## src/rtl/pipe_ctrl_pkg.sv

```systemverilog
// Shared definitions for the pipeline sequencer: FSM states, memory op codes,
// register address width and active-low enable levels.
package pipe_ctrl_pkg;

  localparam int REG_ADDR_W = 5;
  localparam int MEM_OP_W   = 2;

  typedef logic [REG_ADDR_W-1:0] reg_addr_t;
  typedef logic [MEM_OP_W-1:0]   mem_op_t;

  localparam mem_op_t MEM_OP_NOP = 2'd0;
  localparam mem_op_t MEM_OP_LDW = 2'd1;
  localparam mem_op_t MEM_OP_STW = 2'd2;

  localparam logic ENABLE_  = 1'b0;
  localparam logic DISABLE_ = 1'b1;

  typedef enum logic [1:0] {
    PC_RUN  = 2'd0,
    PC_WAIT = 2'd1,
    PC_ERR  = 2'd2
  } pc_state_e;

endpackage

```

## src/rtl/pipe_ctrl_hazard_det.sv

```systemverilog
// Load-use hazard detector: the instruction in ID reads a register that the
// load currently in EX has not yet fetched from memory.
module pipe_ctrl_hazard_det
  import pipe_ctrl_pkg::*;
(
  input  logic      rs1_used,
  input  logic      rs2_used,
  input  reg_addr_t rs1_addr,
  input  reg_addr_t rs2_addr,
  input  logic      id_en,
  input  mem_op_t   id_mem_op,
  input  reg_addr_t id_dst_addr,
  input  logic      id_gpr_we_,
  output logic      load_use
);

  logic [1:0] src_used;
  reg_addr_t  src_addr [2];
  logic [1:0] src_hit;
  logic       load_pending;

  assign src_used    = {rs2_used, rs1_used};
  assign src_addr[0] = rs1_addr;
  assign src_addr[1] = rs2_addr;

  genvar gi;
  generate
    for (gi = 0; gi < 2; gi++) begin : g_src
      assign src_hit[gi] = src_used[gi] && (src_addr[gi] == id_dst_addr);
    end
  endgenerate

  // r0 is hardwired to zero, so a load targeting it never creates a dependency
  assign load_pending = id_en && (id_mem_op == MEM_OP_LDW) &&
                        (id_gpr_we_ == ENABLE_) && (id_dst_addr != '0);

  assign load_use = load_pending && (|src_hit);

endmodule

```

## src/rtl/pipe_ctrl.sv

```systemverilog
// Pipeline sequencer: stall/flush for IF/ID, ID/EX, EX/MEM, MEM/WB registers,
// memory-wait watchdog with bus-error pulse, and a saturating stall counter.
module pipe_ctrl
  import pipe_ctrl_pkg::*;
#(
  parameter int MEM_TIMEOUT = 16,
  parameter int PERF_W      = 16
) (
  input  logic              clk,
  input  logic              reset_,
  input  reg_addr_t         dec_rs1_addr,
  input  reg_addr_t         dec_rs2_addr,
  input  logic              dec_rs1_used,
  input  logic              dec_rs2_used,
  input  logic              id_en,
  input  mem_op_t           id_mem_op,
  input  reg_addr_t         id_dst_addr,
  input  logic              id_gpr_we_,
  input  logic              br_taken,
  input  logic              exc_req,
  input  logic              mem_busy,
  output logic              if_stall,
  output logic              if_flush,
  output logic              id_stall,
  output logic              id_flush,
  output logic              ex_stall,
  output logic              ex_flush,
  output logic              mem_stall,
  output logic              mem_flush,
  output logic              bus_err,
  output logic [PERF_W-1:0] stall_cycles
);

  localparam logic [7:0] WAIT_LAST = 8'(MEM_TIMEOUT - 1);

  pc_state_e         state_reg;
  logic [7:0]        wait_cnt_reg;
  logic              bus_err_reg;
  logic [PERF_W-1:0] stall_cycles_reg;
  logic              load_use;
  logic [3:0]        stall_vec;
  logic [3:0]        flush_vec;
  logic              any_stall;

  pipe_ctrl_hazard_det u_hazard_det (
    .rs1_used    (dec_rs1_used),
    .rs2_used    (dec_rs2_used),
    .rs1_addr    (dec_rs1_addr),
    .rs2_addr    (dec_rs2_addr),
    .id_en       (id_en),
    .id_mem_op   (id_mem_op),
    .id_dst_addr (id_dst_addr),
    .id_gpr_we_  (id_gpr_we_),
    .load_use    (load_use)
  );

  // Vector bit order: [3]=if, [2]=id, [1]=ex, [0]=mem
  always_comb begin
    stall_vec = 4'b0000;
    flush_vec = 4'b0000;
    if (!reset_) begin
      flush_vec = 4'b1111;
    end else if (state_reg == PC_ERR || exc_req) begin
      flush_vec = 4'b1111;
    end else if (mem_busy) begin
      stall_vec = 4'b1111;
    end else if (br_taken) begin
      flush_vec = 4'b1100;
    end else if (load_use) begin
      stall_vec = 4'b1000;
      flush_vec = 4'b0100;
    end
  end

  assign {if_stall, id_stall, ex_stall, mem_stall} = stall_vec;
  assign {if_flush, id_flush, ex_flush, mem_flush} = flush_vec;
  assign any_stall = |stall_vec;

  // exc_req has no influence here: the watchdog keeps running through flushes
  always_ff @(posedge clk) begin
    if (!reset_) begin
      state_reg    <= PC_RUN;
      wait_cnt_reg <= 8'd0;
      bus_err_reg  <= 1'b0;
    end else begin
      bus_err_reg <= 1'b0;
      case (state_reg)
        PC_RUN: begin
          wait_cnt_reg <= 8'd0;
          if (mem_busy) state_reg <= PC_WAIT;
        end
        PC_WAIT: begin
          if (!mem_busy) begin
            state_reg    <= PC_RUN;
            wait_cnt_reg <= 8'd0;
          end else if (wait_cnt_reg == WAIT_LAST) begin
            state_reg    <= PC_ERR;
            wait_cnt_reg <= 8'd0;
            bus_err_reg  <= 1'b1;
          end else begin
            wait_cnt_reg <= wait_cnt_reg + 8'd1;
          end
        end
        default: begin
          state_reg    <= PC_RUN;
          wait_cnt_reg <= 8'd0;
        end
      endcase
    end
  end

  always_ff @(posedge clk) begin
    if (!reset_) begin
      stall_cycles_reg <= '0;
    end else if (any_stall && (stall_cycles_reg != '1)) begin
      stall_cycles_reg <= stall_cycles_reg + 1'b1;
    end
  end

  assign bus_err      = bus_err_reg;
  assign stall_cycles = stall_cycles_reg;

endmodule
```

## config.mk

```make
export PLATFORM = sky130hd
export DESIGN_NAME = pipe_ctrl
export DESIGN_NICKNAME = d
export VERILOG_FILES = /design/src/rtl/pipe_ctrl_pkg.sv /design/src/rtl/pipe_ctrl_hazard_det.sv /design/src/rtl/pipe_ctrl.sv
export SDC_FILE = /design/constraint.sdc
export NUM_CORES = 1
export LEC_CHECK = 0
export ABC_CLOCK_PERIOD_IN_PS = 3100
export CORE_MARGIN = 1.5
export CORE_UTILIZATION = 30
export CTS_CLUSTER_DIAMETER = 100
export DETAILED_ROUTE_END_ITERATION = 8
export PLACE_DENSITY_LB_ADDON = 0.08
export SYNTH_ARGS = -nofsm -noshare
export SYNTH_HDL_FRONTEND = slang
export SYNTH_SLANG_ARGS = --single-unit
```

## constraint.sdc

```tcl
create_clock -name clk -period 3.1 [get_ports clk]
set_clock_uncertainty 0.1 [all_clocks]
set_input_delay 0.62 -clock clk [delete_from_list [all_inputs] [get_ports clk]]
set_output_delay 0.62 -clock clk [all_outputs]
set_load 0.02 [all_outputs]
```

# --- Word level (Yosys, flattened, before mapping) ---
# Cells that the tools add are included.
op_classes:
  reduce_logical: 15
  n_mux: 15
  bitwise: 4
  add_sub_neg: 2
  eq_ne: 9
ops:
  columns: ["operator", "n"]
  rows:
  - ["$mux W4", 9]
  - ["$add A16 B1 Y16 const B", 1]
  - ["$ne A16 B16 Y1 const B", 1]
  - ["$eq A5 B5 Y1", 2]
  - ["$add A8 B1 Y8 const B", 1]
  - ["$eq A8 B4 Y1 const B", 1]
  - ["$reduce_or A4 Y1", 2]
  - ["$logic_and A1 B1 Y1", 7]
  - ["$mux W2", 3]
  - ["$reduce_bool A5 Y1", 1]
  - ["$eq A2 B1 Y1 const B", 2]
  - ["$not A1 Y1", 4]
  - ["$pmux W2 S2", 1]
  - ["$mux W3", 1]
  - ["$ne A3 B3 Y1 const B", 1]
  - ["$reduce_and A3 Y1", 1]
  - ["$eq A2 B2 Y1 const B", 1]
  - ["$logic_not A2 Y1", 1]
  - ["$ne A2 B2 Y1 const B", 1]
  - ["$reduce_and A2 Y1", 1]
  - ["$reduce_or A2 Y1", 1]
  - ["$logic_or A1 B1 Y1", 1]
  - ["$mux W1", 1]
word_totals:
  in_bits: 26
  word_cells: 49
  out_inout_bits: 25
  regBits: 27

# --- Depth between registers and ports, before layout ---
logic_depth:
  word_depth: 12
  ltp_mapped: 9

# --- Cells and area by module ---
# From an unflattened synthesis, not the netlist that was laid out.
unflattened:
  cells_unflattened: 174
  hier_area_um2: 1503.9
by_module_without_submodules:
  columns: ["mod", "instances", "seq_area_each_um2", "area_each_um2", "cells_per_inst"]
  rows:
  - ["pipe_ctrl", 1, 540.5, 1360.1, 156]
  - ["pipe_ctrl_hazard_det", 1, 0.0, 143.9, 18]

# --- Worst setup path after synthesis ---
# No wires, ideal clock.
synth_path:
  path_kind: "input port to output port"
  from: "input port reset_"
  to: "output port if_stall"
  slack_ns: 0.534
  path_buffers: 1
  t_arrival_ns: 1.846
  required_time_ns: 2.380
  path_stages: 5
  path_cell_list: "buf_2 -> nand3b_1 -> nor2_1 -> a21oi_1 -> inv_1"
synth_via:
  elab_chain_cells: 1
synth_lines:
  columns: ["item", "line", "rtl"]
  rows:
  - ["start: declaration", "pipe_ctrl.sv:10", "input logic reset_,"]
  - ["$mux W4", "pipe_ctrl.sv:61", "if (!reset_) begin"]
  - ["end: declaration", "pipe_ctrl.sv:22", "output logic if_stall,"]
# Every way passes these cells.

# --- Final worst setup path ---
layout_path:
  from: "input port reset_"
  to: "output port if_flush"
layout_via:
  elab_chain_cells: 1
layout_lines:
  columns: ["item", "line", "rtl"]
  rows:
  - ["$mux W4", "pipe_ctrl.sv:61", null]
  - ["end: declaration", "pipe_ctrl.sv:23", "output logic if_flush,"]
# Every way passes these cells.

==> impl_metrics.py <==
metrics = {
    "die": {
        "core_um2": 4720,
        "row_count": 25,
        "fp.dieH_um": 73.2,
        "dieArea_um2": 5360,
        "die_w_um": 73.2,
        "num_io_pins": 51,
        "start_util": 0.313,
    },
    "finish": {
        "area_growth_pct": 47.8,
        "diodes": 0,
        "final_cells": 301,
        "final_cell_mix": "45 x clkdlybuf4s50_1, 27 x dfxtp_1, 17 x nor2_1",
        "largest_register_ffs": 16,
        "drive_gt1_frac": 0.132,
        "final_common_cell": "clkdlybuf4s50_1",
        "num-fill-cells": 469,
        "nNetsFinal": 263,
    },
    "worst_setup_path": {
        "worstSetupPathType": "primary input to output port",
        "crit_fanout": 10,
        "endpoint_kind": "output port",
        "cp_top_family": "buffers and inverters",
        "crit_path_top_delay_cell": "clkdlybuf4s50_1",
        "cpPeakStageDelay_ns": 0.54,
        "path_buf_inv": 4,
        "path_cells": "clkdlybuf4s50_1 > buf_4 > nand3b_1 > buf_4 > a21o_1 > clkdlybuf4s50_1",
        "worstPathRequired_ns": 2.38,
        "cp.arrival_ns": 2.26,
        "cp-start-kind": "primary input",
        "regToRegSetupSlack_ns": 0.77,
    },
    "drt": {
        "drc": 0,
        "viasPerCell": 4.74,
        "wl_per_cell_um": 12.6,
        "vias": 1428,
        "postRouteAntennaNets": 0,
        "first_pass_iters": 4,
        "drt_iter0_markers": 68,
        "routed_wl_um": 3790,
    },
    "synthesis": {
        "synth-edff-count": 0,
        "synth.area.mux_share": 0.0203,
        "yosys-top-cells-area": "dfxtp_1 37%, xnor2_1 7.1%, nor2_1 4.3%, a21oi_1 3.7%, nand3_1 3.4%",
        "yosysWarnings": 0,
        "synth.avg_cell_area_um2": 8.64,
        "synth_nets": 199,
        "syn_inst": 171,
        "synth_top_family_by_area": "simple AND/OR/NAND/NOR gates",
        "synthAdderAreaFrac": 0.0169,
        "yosys.area.top_type": "dfxtp_1",
        "synth_cell_types": 42,
        "yosysSeqAreaShare": 0.366,
        "synthArstFlopShare": 0,
        "synth_xor_area_frac": 0.0948,
        "yosys.area_share.simple": 0.273,
        "ys.flop_type": "dfxtp_1",
        "netlist_area_um2": 1480,
        "synth_top_cell_area_share": 0.366,
        "synth_compound_area_frac": 0.167,
        "yosys_register_bits": 27,
    },
    "min_path": {
        "min_path_type": "register to register",
    },
    "placed_design": {
        "place_inst": 297,
        "pre_cts_ws_ns": -0.252,
        "dp_hpwl_um": 2960,
        "gp_congestion": 0.788,
        "portBuffers": 50,
    },
    "clock_tree": {
        "postCtsSetupRepairBufs": 0,
        "postCtsHoldBufs": 0,
        "clk_pin_slew_worst_paths_ns": 0.08,
        "htreeDepth": 1,
        "cts_max_path_buffers": 2,
        "cts_tree": "done",
        "clock_latency_ns": 0.28,
        "root_buffer": "clkbuf_8",
        "cts_buffers": 3,
        "tritoncts_num_sinks": 27,
    },
    "pwr": {
        "peakVddDrop_uv": 134,
        "finalPower_mw": 0.661,
        "leakage_nw": 0.803,
        "p_per_area_nw_per_um2": 303,
    },
    "global_routing": {
        "grt_pass1_wl_um": 6280,
        "overflow": 0,
        "grt_pass1_vias": 1385,
        "grt_max_degree": 15,
        "antenna_found_initial": 0,
        "grt_usage": 0.150,
    },
    "timing": {
        "grt_setup_unrepaired": "false",
        "hold_violations": 0,
        "fmax_mhz": 336,
        "tns_ns": 0,
        "whs_ns": 0.354,
        "worstMarginPinSlew_ns": 0.417,
        "slew_violations": 0,
        "slew_headroom": 0.721,
        "fin_crit_ns": 2.98,
        "fin_crit_sh": 0.960,
        "setup_slack_ns": 0.124,
        "finalSetupViolCount": 0,
    },
    "job": {
        "max-cap-violations": 0,
    },
    "status": {
        "status": "completed",
    },
}
layout make-up:
cell class                      instances  area, um^2  share of cell area
Timing Repair Buffer                   66         631               0.289
Inverter                                9        33.8              0.0155
Multi-Input combinational cell        128         850               0.389
Tap cell                               67        83.8              0.0384
Clock buffer                            4        45.0              0.0206
Sequential cell                        27         541               0.248
worst paths after layout:
| path | from | end | cells past startpoint |
|---|---|---|---|
| min | wait_cnt_reg[0] | wait_cnt_reg[0] | 1 |
| max reg2reg | stall_cycles[0] | stall_cycles[15] | 8 |
| max | reset_ | if_flush | 6 |
| min reg2reg | wait_cnt_reg[0] | wait_cnt_reg[0] | 1 |
cells by family (layout without fill, tap and decap cells):
family,count (synthesis),after routing
xor gates and xnor gates,16,16
muxes,3,3
DFF,27,27
AOI/OAI and AO/OA,35,35
buffers and inverters,16,79
and+or+nand+nor,72,72
adders and majority gates,2,2
repair_timing:
action | 4_1_cts | 5_1_grt
endpoints found under the setup margin | 2 | 5
pin swaps | 1 | 1
resized for setup | 3 | 7
cell usage after synthesis, types with 3 or more instances:
cell and count:
a21oi_1 11, mux2i_1 3, nand4_1 5, xor2_1 4, o211ai_1 3, buf_4 3
nand2b_1 6, nand2_1 12, dfxtp_1 27, inv_1 9, nand3_1 10, o31ai_1 4
xnor2_1 12, o21ai_1 6, or3_1 8, nor2_1 17
routing by layer:
| metal | global-route usage | routed length, um | vias up |
|---|---|---|---|
| met1 | 0.211 | 1960 | 653 |
| met4 | 0.0440 | 23 | 0 |
| li1 | - | - | 737 |
| met3 | 0.0290 | 214 | 2 |
| met5 | 0 | 0 | - |
| met2 | 0.230 | 1590 | 36 |
worst reg2reg max path, delay by kind of cell (launching register included):
family	cells	cell delay [ns]
buf+inv	2	0.28
compound gates	2	0.56
flops	1	0.40
mux	1	0.22
simple gates	2	0.43
fa+ha+maj	1	0.27
power by group:
part / internal, mW / total (mW) / switching, mW
Sequential: 0.349 / 0.351 / 0.00271
Clock: 0.0920 / 0.202 / 0.110
Combinational: 0.0643 / 0.108 / 0.0436
stage by stage:
stage / area [um^2] / utilization
after floorplan: 1480 / -
after detailed placement: 2140 / 0.452
final: 2180 / 0.462
after CTS: 2180 / 0.462
after global routing: 2180 / 0.462
after global placement: 2140 / 0.452
No activity file was read; power rests on OpenSTA's default activity.
